`config.mk`:
```
export PLATFORM = sky130hd
export DESIGN_NAME = sync_bd4_tx_flat
export DESIGN_NICKNAME = d
export VERILOG_FILES = /design/src/rtl/sync_bd4_tx_pkg.sv /design/src/rtl/sync_bd4_tx_if.sv /design/src/rtl/sync_bd4_tx_sync_ff.sv /design/src/rtl/sync_bd4_tx.sv /design/src/flat_wrapper.sv
export SDC_FILE = /design/constraint.sdc
export NUM_CORES = 1
export LEC_CHECK = 0
export CORE_MARGIN = 2
export CORE_UTILIZATION = 55
export DETAILED_ROUTE_END_ITERATION = 16
export GPL_TIMING_DRIVEN = 1
export PLACE_DENSITY = 0.78
export REMOVE_ABC_BUFFERS = 1
export SLEW_MARGIN = 0
export SYNTH_ARGS = -nofsm -noshare
export SYNTH_HDL_FRONTEND = slang
export SYNTH_SLANG_ARGS = --single-unit
```
`constraint.sdc`:
```
create_clock -name clk -period 2.3 [get_ports clk]
set_input_delay 0.23 -clock clk [delete_from_list [all_inputs] [get_ports clk]]
set_output_delay 0.23 -clock clk [all_outputs]
set_load 0.03 [all_outputs]
```
`src/rtl/sync_bd4_tx_pkg.sv`:
```
// Shared definitions for the clocked-to-four-phase bundled-data bridge:
// default word width and the handshake FSM state encoding.
package sync_bd4_tx_pkg;

  localparam int DATA_MSB = 7;

  typedef enum logic [1:0] {
    ST_IDLE  = 2'd0,
    ST_SETUP = 2'd1,
    ST_REQ   = 2'd2,
    ST_REL   = 2'd3
  } state_t;

endpackage

```
`src/rtl/sync_bd4_tx_if.sv`:
```
// Producer-side valid/ready bus plus four-phase req/ack channel of the bridge.
// The slave modport is the bridge's view; master is the environment's view.
interface sync_bd4_tx_if
  import sync_bd4_tx_pkg::*;
#(
  parameter int DATA_W = DATA_MSB + 1,
  parameter int DEPTH  = 4
);

  logic                    in_valid;
  logic                    in_ready;
  logic [DATA_W-1:0]       in_data;
  logic                    out_req;
  logic                    out_ack;
  logic [DATA_W-1:0]       out_data;
  logic [$clog2(DEPTH):0]  level;

  modport master (
    output in_valid, in_data, out_ack,
    input  in_ready, out_req, out_data, level
  );

  modport slave (
    input  in_valid, in_data, out_ack,
    output in_ready, out_req, out_data, level
  );

endinterface

```
`src/rtl/sync_bd4_tx_sync_ff.sv`:
```
// Multi-flop synchronizer for a single asynchronous bit; kept as its own
// module so the clock-domain-crossing flops are easy to locate and constrain.
module sync_ff #(
  parameter int STAGES = 2
) (
  input  logic clk,
  input  logic reset_n,
  input  logic d,
  output logic q
);

  logic [STAGES-1:0] chain;

  always_ff @(posedge clk or negedge reset_n) begin
    if (!reset_n) begin
      chain <= '0;
    end else begin
      chain <= {chain[STAGES-2:0], d};
    end
  end

  assign q = chain[STAGES-1];

endmodule

```
`src/rtl/sync_bd4_tx.sv`:
```
// Bridge from a synchronous valid/ready producer to a four-phase bundled-data
// channel: small FIFO, acknowledge synchronizer and a req/ack sequencer.
module sync_bd4_tx
  import sync_bd4_tx_pkg::*;
#(
  parameter int DATA_W      = DATA_MSB + 1,
  parameter int DEPTH       = 4,
  parameter int SETUP_CYC   = 2,
  parameter int SYNC_STAGES = 2
) (
  input  logic         clk,
  input  logic         reset_n,
  sync_bd4_tx_if.slave bus
);

  localparam int PTR_W = $clog2(DEPTH);
  localparam int LVL_W = PTR_W + 1;
  localparam int CNT_W = (SETUP_CYC > 1) ? $clog2(SETUP_CYC) : 1;

  logic [DATA_W-1:0] mem [DEPTH];
  logic [PTR_W-1:0]  wptr;
  logic [PTR_W-1:0]  rptr;
  logic [LVL_W-1:0]  level;
  state_t            state;
  logic [CNT_W-1:0]  cnt;
  logic              out_req;
  logic [DATA_W-1:0] out_data;
  logic              ack_s;
  logic              push;
  logic              pop;

  sync_ff #(.STAGES(SYNC_STAGES)) u_ack_sync (
    .clk     (clk),
    .reset_n (reset_n),
    .d       (bus.out_ack),
    .q       (ack_s)
  );

  // Full is judged on the registered level, so a same-cycle pop never frees a slot early.
  assign bus.in_ready = (level != LVL_W'(DEPTH));
  assign push         = bus.in_valid && bus.in_ready;
  assign pop          = (state == ST_REQ) && ack_s;

  always_ff @(posedge clk) begin
    if (push) begin
      mem[wptr] <= bus.in_data;
    end
  end

  always_ff @(posedge clk or negedge reset_n) begin
    if (!reset_n) begin
      wptr  <= '0;
      rptr  <= '0;
      level <= '0;
    end else begin
      if (push) wptr <= wptr + 1'b1;
      if (pop)  rptr <= rptr + 1'b1;
      case ({push, pop})
        2'b10:   level <= level + 1'b1;
        2'b01:   level <= level - 1'b1;
        default: level <= level;
      endcase
    end
  end

  // Handshake sequencer; ack_s is only acted upon in REQ and REL, so early acks are ignored.
  always_ff @(posedge clk or negedge reset_n) begin
    if (!reset_n) begin
      state    <= ST_IDLE;
      cnt      <= '0;
      out_req  <= 1'b0;
      out_data <= '0;
    end else begin
      case (state)
        ST_IDLE: begin
          if (level != '0) begin
            out_data <= mem[rptr];
            cnt      <= CNT_W'(SETUP_CYC - 1);
            state    <= ST_SETUP;
          end
        end
        ST_SETUP: begin
          if (cnt == '0) begin
            out_req <= 1'b1;
            state   <= ST_REQ;
          end else begin
            cnt <= cnt - 1'b1;
          end
        end
        ST_REQ: begin
          if (ack_s) begin
            out_req <= 1'b0;
            state   <= ST_REL;
          end
        end
        ST_REL: begin
          if (!ack_s) begin
            if (level != '0) begin
              out_data <= mem[rptr];
              cnt      <= CNT_W'(SETUP_CYC - 1);
              state    <= ST_SETUP;
            end else begin
              state <= ST_IDLE;
            end
          end
        end
        default: state <= ST_IDLE;
      endcase
    end
  end

  assign bus.out_req  = out_req;
  assign bus.out_data = out_data;
  assign bus.level    = level;

endmodule
```
`src/flat_wrapper.sv`:
```
// flat-port wrapper written by rule: the top's interface ports become plain ports
module sync_bd4_tx_flat import sync_bd4_tx_pkg::*;
#(
  parameter int DATA_W      = DATA_MSB + 1,
  parameter int DEPTH       = 4,
  parameter int SETUP_CYC   = 2,
  parameter int SYNC_STAGES = 2
)
  (clk, reset_n, bus_in_valid, bus_in_data, bus_out_ack, bus_in_ready, bus_out_req, bus_out_data, bus_level);
  sync_bd4_tx_if #(.DATA_W(DATA_W), .DEPTH(DEPTH)) bus_i ();
  input  logic clk;
  input  logic reset_n;
  input wire logic [$bits(bus_i.in_valid)-1:0] bus_in_valid;
  input wire logic [$bits(bus_i.in_data)-1:0] bus_in_data;
  input wire logic [$bits(bus_i.out_ack)-1:0] bus_out_ack;
  output wire logic [$bits(bus_i.in_ready)-1:0] bus_in_ready;
  output wire logic [$bits(bus_i.out_req)-1:0] bus_out_req;
  output wire logic [$bits(bus_i.out_data)-1:0] bus_out_data;
  output wire logic [$bits(bus_i.level)-1:0] bus_level;
  assign bus_i.in_valid = bus_in_valid;
  assign bus_i.in_data = bus_in_data;
  assign bus_i.out_ack = bus_out_ack;
  assign bus_in_ready = bus_i.in_ready;
  assign bus_out_req = bus_i.out_req;
  assign bus_out_data = bus_i.out_data;
  assign bus_level = bus_i.level;
  sync_bd4_tx #(.DATA_W(DATA_W), .DEPTH(DEPTH), .SETUP_CYC(SETUP_CYC), .SYNC_STAGES(SYNC_STAGES)) u_core (.clk(clk), .reset_n(reset_n), .bus(bus_i));
endmodule
```
==> metrics.yaml, run 1 <==
worst_setup_path:
  critPathLaunchType: "register"
  cp.required_ns: 2.53
  cp_max_fo: 5
  slowest_stage: "dfrtp_1"
  path_cells: "inv_1 -> ha_1 -> and2_4 -> ha_1 -> inv_1 -> fa_1 -> xor2_1 -> nor2_1 -> xor2_1"
  critPathKind: "register to register"
  slowest_delay_ns: 0.42
  ff2ff_path_depth: 9
  reg2reg_slack_ns: 0.19
  r2r_start: "u_core.state[0]"
  r2r_end: "u_core.bus.level[2]"
  critPathCaptureType: "register"
  arrival_ns: 2.35
timing:
  post-route-min-period_ns: 2.11
  timing.fmax_mhz: 473
  max_slew_margin_pct: 60.9
  worstMarginPinSlew_ns: 0.586
  tns_ns: 0
  hold_viol: 0
  grt_setup_unrepaired: "no"
  fin_skew_ns: 0.00746
  drv_slew: 0
  period_share_pct: 91.8
  setup_viol: 0
power:
  ir_drop_uv: 987
  seqPwrFrac_pct: 42.6
  p_comb_share_pct: 41.5
  p_sw_w: 0.00128
  leakage_nw: 1.01
  p_int_w: 0.00236
  swShare_pct: 35.2
  pwr_density_cell_nw_per_um2: 1400
  p_clk_share_pct: 15.9
floorplan:
  std_cell_rows: 22
  dieArea_um2: 4510
  core_area_um2: 3740
  start_util_pct: 58.6
  die_x_um: 67.2
  num_io_pins: 25
  die_h_um: 67.2
detailed_routing:
  vias_per_cell: 5.54
  drc: 0
  wl_met1_um: 1510
  drt_iter0_markers: 60
  wirelength_um: 3670
  post_drt_wl_per_cell_um: 17.7
  ant_nets: 0
  drt_first_pass_iters: 4
  met2WireLength_um: 1950
  vias: 1147
  met3_length_um: 146
  highest-signal-layer: "met4"
yosys:
  ys_types: 25
  synth_top_family_by_area: "multiplexers"
  synth_cells: 128
  synth_mux_area_share_pct: 13.8
  synth_adder_area_share_pct: 6.62
  yosys.area_share.xor_xnor_pct: 2.40
  synth_seq_cells: 53
  synth_simple_gate_area_share_pct: 4.79
  synth_area_leaders: "edfxtp_1 (44%), dfrtp_1 (24%), mux4_2 (8.2%)"
  seq_area_frac_synth_pct: 67.8
  synth_top_area_share_pct: 43.8
  yosysWarnings: 0
  synth.largest_area_cell: "edfxtp_1"
  synth_area_per_cell_um2: 17.1
  synth_area_um2: 2190
  synth_compound_area_share_pct: 2.40
layout:
  num_antenna_cells: 0
  layout_common_cells: "edfxtp_1 (32), clkdlybuf4s50_1 (24), dfrtp_1 (21)"
  multi_input_area_um2: 666
  mostFrequentLayoutCell: "edfxtp_1"
  utilization_pct: 69.5
  area_growth_pct: 18.5
  layout-drive-gt1-share_pct: 18.2
  fillCellCount: 260
  final-seq-area_um2: 1490
  nets: 181
grt:
  grt_usage_pct: 20.2
  antenna_found_initial: 0
  grt_pass1_vias: 1252
  overflow: 0
  grt_max_degree: 22
  grt_pass1_wl_um: 6170
cts:
  cts.sinks: 53
  hold_buffers: 0
  numCtsBuffers: 5
  clockBufferDepth: 2
  cts-root-buf: "clkbuf_8"
  cts.htree.levels: 2
  clkTransAtPathRegs_ns: 0.09
  cts_tree: "built"
  clk_latency_ns: 0.31
status:
  status: "finished, final reports clean"
place:
  io_buffers: 24
  dp_hpwl_um: 2450
  place.gp.congestion: 0.694
flow_run:
  cap_violations: 0
worst_hold_path:
  hp-class: "input pin to async pin"
[through the flow]
step           cells  worst slack, ns  hold WS, ns  power, W  instance area (µm²)
2_1_floorplan    126          -0.0970      -0.0656   0.00258                 2180
3_3_place_gp     199            0.279        0.344   0.00302                 2490
3_5_place_dp     199            0.197        0.341   0.00308                 2490
4_1_cts          207            0.143        0.254   0.00367                 2590
5_1_grt          207           0.0461        0.268   0.00390                 2600
6_report         207            0.188        0.250   0.00365                 2600
[worst max-delay path, delay by kind of cell (launching register included)]
family / cells / cell delay, ns
XOR/XNOR: 2 / 0.31
adder cells (fa/ha/maj): 3 / 0.79
buffers and inverters: 2 / 0.22
flip-flops: 1 / 0.42
AND/OR/NAND/NOR: 2 / 0.30
[cell usage after synthesis, drive strengths merged]
cell     count
edfxtp      32
dfrtp       21
ha          10
mux2        10
inv          9
mux4         8
a21oi        6
nand2        5
and3         4
xnor2        3
xor2         3
and2         2
nand3        2
or3          2
a2bb2oi      1
buf          1
clkbuf       1
fa           1
mux2i        1
nand2b       1
nand3b       1
nor2         1
nor3         1
o21ai        1
o221ai       1
[metal layers]
metal,track usage (%),vias up
li1,-,531
met1,24.3,585
met2,34.2,25
met3,6.33,6
met4,7.65,0
met5,0,-
[layout make-up]
class	instances	share of cell area, %
Timing Repair Buffer	25	9.53
Clock buffer	7	3.75
Multi-Input combinational cell	64	25.6
Sequential cell	53	57.2
Tap cell	48	2.31
Inverter	9	1.30
Clock inverter	1	0.337
[logic make-up (layout without fill, tap and decap cells)]
| logic type | after synthesis | after routing |
|---|---|---|
| buffers and inverters | 11 | 42 |
| multiplexers | 19 | 19 |
| adder cells (fa/ha/maj) | 11 | 11 |
| XOR/XNOR | 6 | 6 |
| AND/OR/NAND/NOR | 19 | 19 |
| flip-flops | 53 | 53 |
| AO/OA/AOI/OAI | 9 | 9 |
[repair_timing]
action                                 CTS  global route
setup buffers                            0             0
gates resized for setup                  0             2
endpoints found under the hold margin    0             0
setup endpoints to repair                0             1
[registers in the layout (all words and copies together), names as in the netlist]
signal	count
u_core.rptr	2
u_core.bus.out_req	1
u_core.wptr	2
u_core.bus.out_data	8
u_core.state	2
u_core.mem	32
u_core.u_ack_sync.chain	2
u_core.cnt	1
u_core.bus.level	3
[power groups by stage]
stage	combinational [W]	clock (W)	sequential, W
floorplan	0.000855	0	0.00172
global placement	0.00146	0	0.00155
detailed placement	0.00151	0	0.00157
CTS	0.00152	0.000595	0.00156
global route	0.00168	0.000628	0.00159
finish	0.00151	0.000579	0.00155
[how the worst max path moves through the flow]
stage	start	to	slack (ns)	cells after the start
3_3_place_gp	u_core.state[0]	u_core.bus.level[2]	0.28	9
2_1_floorplan	u_core.bus.level[0]	u_core.bus.level[2]	-0.1	10
6_report	u_core.state[0]	u_core.bus.level[2]	0.19	9
3_5_place_dp	u_core.bus.level[0]	u_core.bus.level[2]	0.20	10
4_1_cts	u_core.state[0]	u_core.bus.level[2]	0.14	9
5_1_grt	u_core.state[0]	u_core.bus.level[2]	0.05	9
Note: power is estimated with default switching activity, not from simulation.
==> run 2, diff against run 1 <==
--- a/config.mk
+++ b/config.mk
@@ -5,11 +5,13 @@
 export SDC_FILE = /design/constraint.sdc
 export NUM_CORES = 1
 export LEC_CHECK = 0
+export CORE_ASPECT_RATIO = 0.8
 export CORE_MARGIN = 2
-export CORE_UTILIZATION = 55
+export CORE_UTILIZATION = 49
+export CTS_CLUSTER_SIZE = 8
 export DETAILED_ROUTE_END_ITERATION = 16
 export GPL_TIMING_DRIVEN = 1
-export PLACE_DENSITY = 0.78
+export PLACE_DENSITY = 0.74
 export REMOVE_ABC_BUFFERS = 1
 export SLEW_MARGIN = 0
 export SYNTH_ARGS = -nofsm -noshare
==> constraint.sdc (replaced) <==
create_clock -name clk -period 1.9 [get_ports clk]
set_input_delay 0.19 -clock clk [delete_from_list [all_inputs] [get_ports clk]]
set_output_delay 0.19 -clock clk [all_outputs]
set_load 0.03 [all_outputs]
==> metrics.yaml, run 2 (synthesis results as in run 1) <==
status:
  status: "finished, final reports clean"
place:
  io_buffers: 24
  dp_hpwl_um: 2790
  place.gp.congestion: 0.764
grt:
  grt_max_degree: 22
  grt_pass1_vias: 1350
  grt_usage_pct: 17.2
  overflow: 0
  antenna_found_initial: 0
  grt_pass1_wl_um: 6250
floorplan:
  std_cell_rows: 21
  num_io_pins: 25
  core_area_um2: 4230
  start_util_pct: 51.8
  die_x_um: 78.8
  dieArea_um2: 5030
  die_h_um: 63.8
cts:
  clk_latency_ns: 0.30
  numCtsBuffers: 5
  cts-root-buf: "clkbuf_8"
  clkTransAtPathRegs_ns: 0.09
  cts.htree.levels: 2
  cts_tree: "built"
  cts.sinks: 53
  clockBufferDepth: 2
worst_setup_path:
  arrival_ns: 2.00
  crit_buf_inv: 2
  path_cells: "buf_4 -> buf_4 -> ha_1 -> nand2_1 -> nand3_1 -> a21oi_1 -> mux2_2"
  critPathLaunchType: "register"
  cp_top_family: "flip-flops"
  critPathKind: "register to register"
  path_common_cell: "buf_4"
  cp.required_ns: 2.09
  slowest_stage: "dfrtp_1"
  critPathCaptureType: "register"
  slowest_delay_ns: 0.42
  cp_max_fo: 3
layout:
  nets: 198
  multi_input_area_um2: 691
  utilization_pct: 64.9
  reg.largest.list: "u_core.mem (32), u_core.bus.out_data (8), u_core.bus.level (3)"
  fillCellCount: 304
  largest_reg_flops: 32
  mostFrequentLayoutCell: "edfxtp_1"
  area_growth_pct: 25.1
  layout-drive-gt1-share_pct: 30.1
  final-seq-area_um2: 1490
  regMostFlops: "u_core.mem"
  num_antenna_cells: 0
  layout_common_cells: "edfxtp_1 (32), clkdlybuf4s50_1 (24), dfrtp_1 (21)"
detailed_routing:
  drc: 0
  wirelength_um: 3880
  post_drt_wl_per_cell_um: 16.6
  ant_nets: 0
  vias: 1209
  drt_first_pass_iters: 4
  vias_per_cell: 5.19
  drt_iter0_markers: 64
timing:
  period_share_pct: 95.6
  worstMarginPinSlew_ns: 0.482
  hold_viol: 0
  fin_skew_ns: 0.00767
  grt_setup_unrepaired: "no"
  setup_viol: 0
  drv_slew: 0
  timing.fmax_mhz: 550
  max_slew_margin_pct: 67.9
  whs_ns: 0.229
  post-route-min-period_ns: 1.82
power:
  ir_drop_uv: 943
  pwr_density_cell_nw_per_um2: 1680
  report.power.total_w: 0.00460
  leakage_nw: 1.08
worst_hold_path:
  hp-class: "input pin to async pin"
flow_run:
  cap_violations: 0
==> run 2: changes by cell type in the layout (fill, tap and decap cells not counted), moves of 2 or more <==
| cell | before | now |
|---|---|---|
| inv_1 | 9 | 5 |
| ha_1 | 10 | 8 |
| buf_4 | 1 | 18 |
| inv_2 | 0 | 4 |
| ha_4 | 0 | 2 |
==> run 2: power by group <==
group          switching [W]  internal [W]
combinational        0.00107       0.00113
clock               0.000346      0.000255
sequential          0.000205       0.00160
==> run 2: metrics by stage <==
step / TNS [ns] / setup slack (ns) / instance area (µm²) / std cells
3_3_place_gp: 0 / 0.0805 / 2600 / 222
2_1_floorplan: -0.814 / -0.497 / 2180 / 126
6_report: 0 / 0.0827 / 2740 / 233
3_5_place_dp: -0.0349 / -0.0349 / 2600 / 222
5_1_grt: 0 / 0.0139 / 2740 / 233
4_1_cts: 0 / 0.0167 / 2710 / 232
==> run 2: area by class of cell <==
type                       count  area share (%)
timing repair buffer          42            13.7
inverter                       9            1.23
clock buffer                   5            2.51
clock inverter                 3           0.638
tap                           57            2.60
multi-input combinational     64            25.2
sequential                    53            54.2
==> run 2: worst paths after layout <==
path	startpoint	to	slack, ns	cells after the start
hold / removal	reset_n	u_core.u_ack_sync.chain[1]	0.23	2
setup reg to reg	u_core.state[0]	u_core.state[1]	0.08	7
setup / recovery	u_core.state[0]	u_core.state[1]	0.08	7
hold reg to reg	u_core.u_ack_sync.chain[0]	u_core.u_ack_sync.chain[1]	0.36	0
max in group asynchronous	reset_n	u_core.rptr[1]	1.44	2
min in group clk	bus_out_ack	u_core.u_ack_sync.chain[0]	0.33	1
==> run 2: what timing repair did <==
item	4_1_cts	5_1_grt
resized for setup	7	4
setup endpoints to repair	1	1
hold buffers	0	0
pin swaps	2	2
buffers inserted	2	1
==> run 2: metal layers <==
| metal | wire length (µm) | global-route usage, % | part of all wire [%] | vias to the layer above |
|---|---|---|---|---|
| met5 | 0 | 0 | 0 | - |
| met4 | 82 | 7.46 | 2.1 | 0 |
| met3 | 180 | 4.24 | 4.6 | 10 |
| met2 | 2030 | 31.1 | 52 | 35 |
| met1 | 1590 | 19.3 | 41 | 598 |
| li1 | - | - | - | 566 |
==> run 2: worst register-to-register path: stages, from the launching register on <==
cell,delay [ns]
dfrtp_1,0.42
buf_4,0.14
buf_4,0.13
ha_1,0.22
nand2_1,0.10
nand3_1,0.12
a21oi_1,0.22
mux2_2,0.36
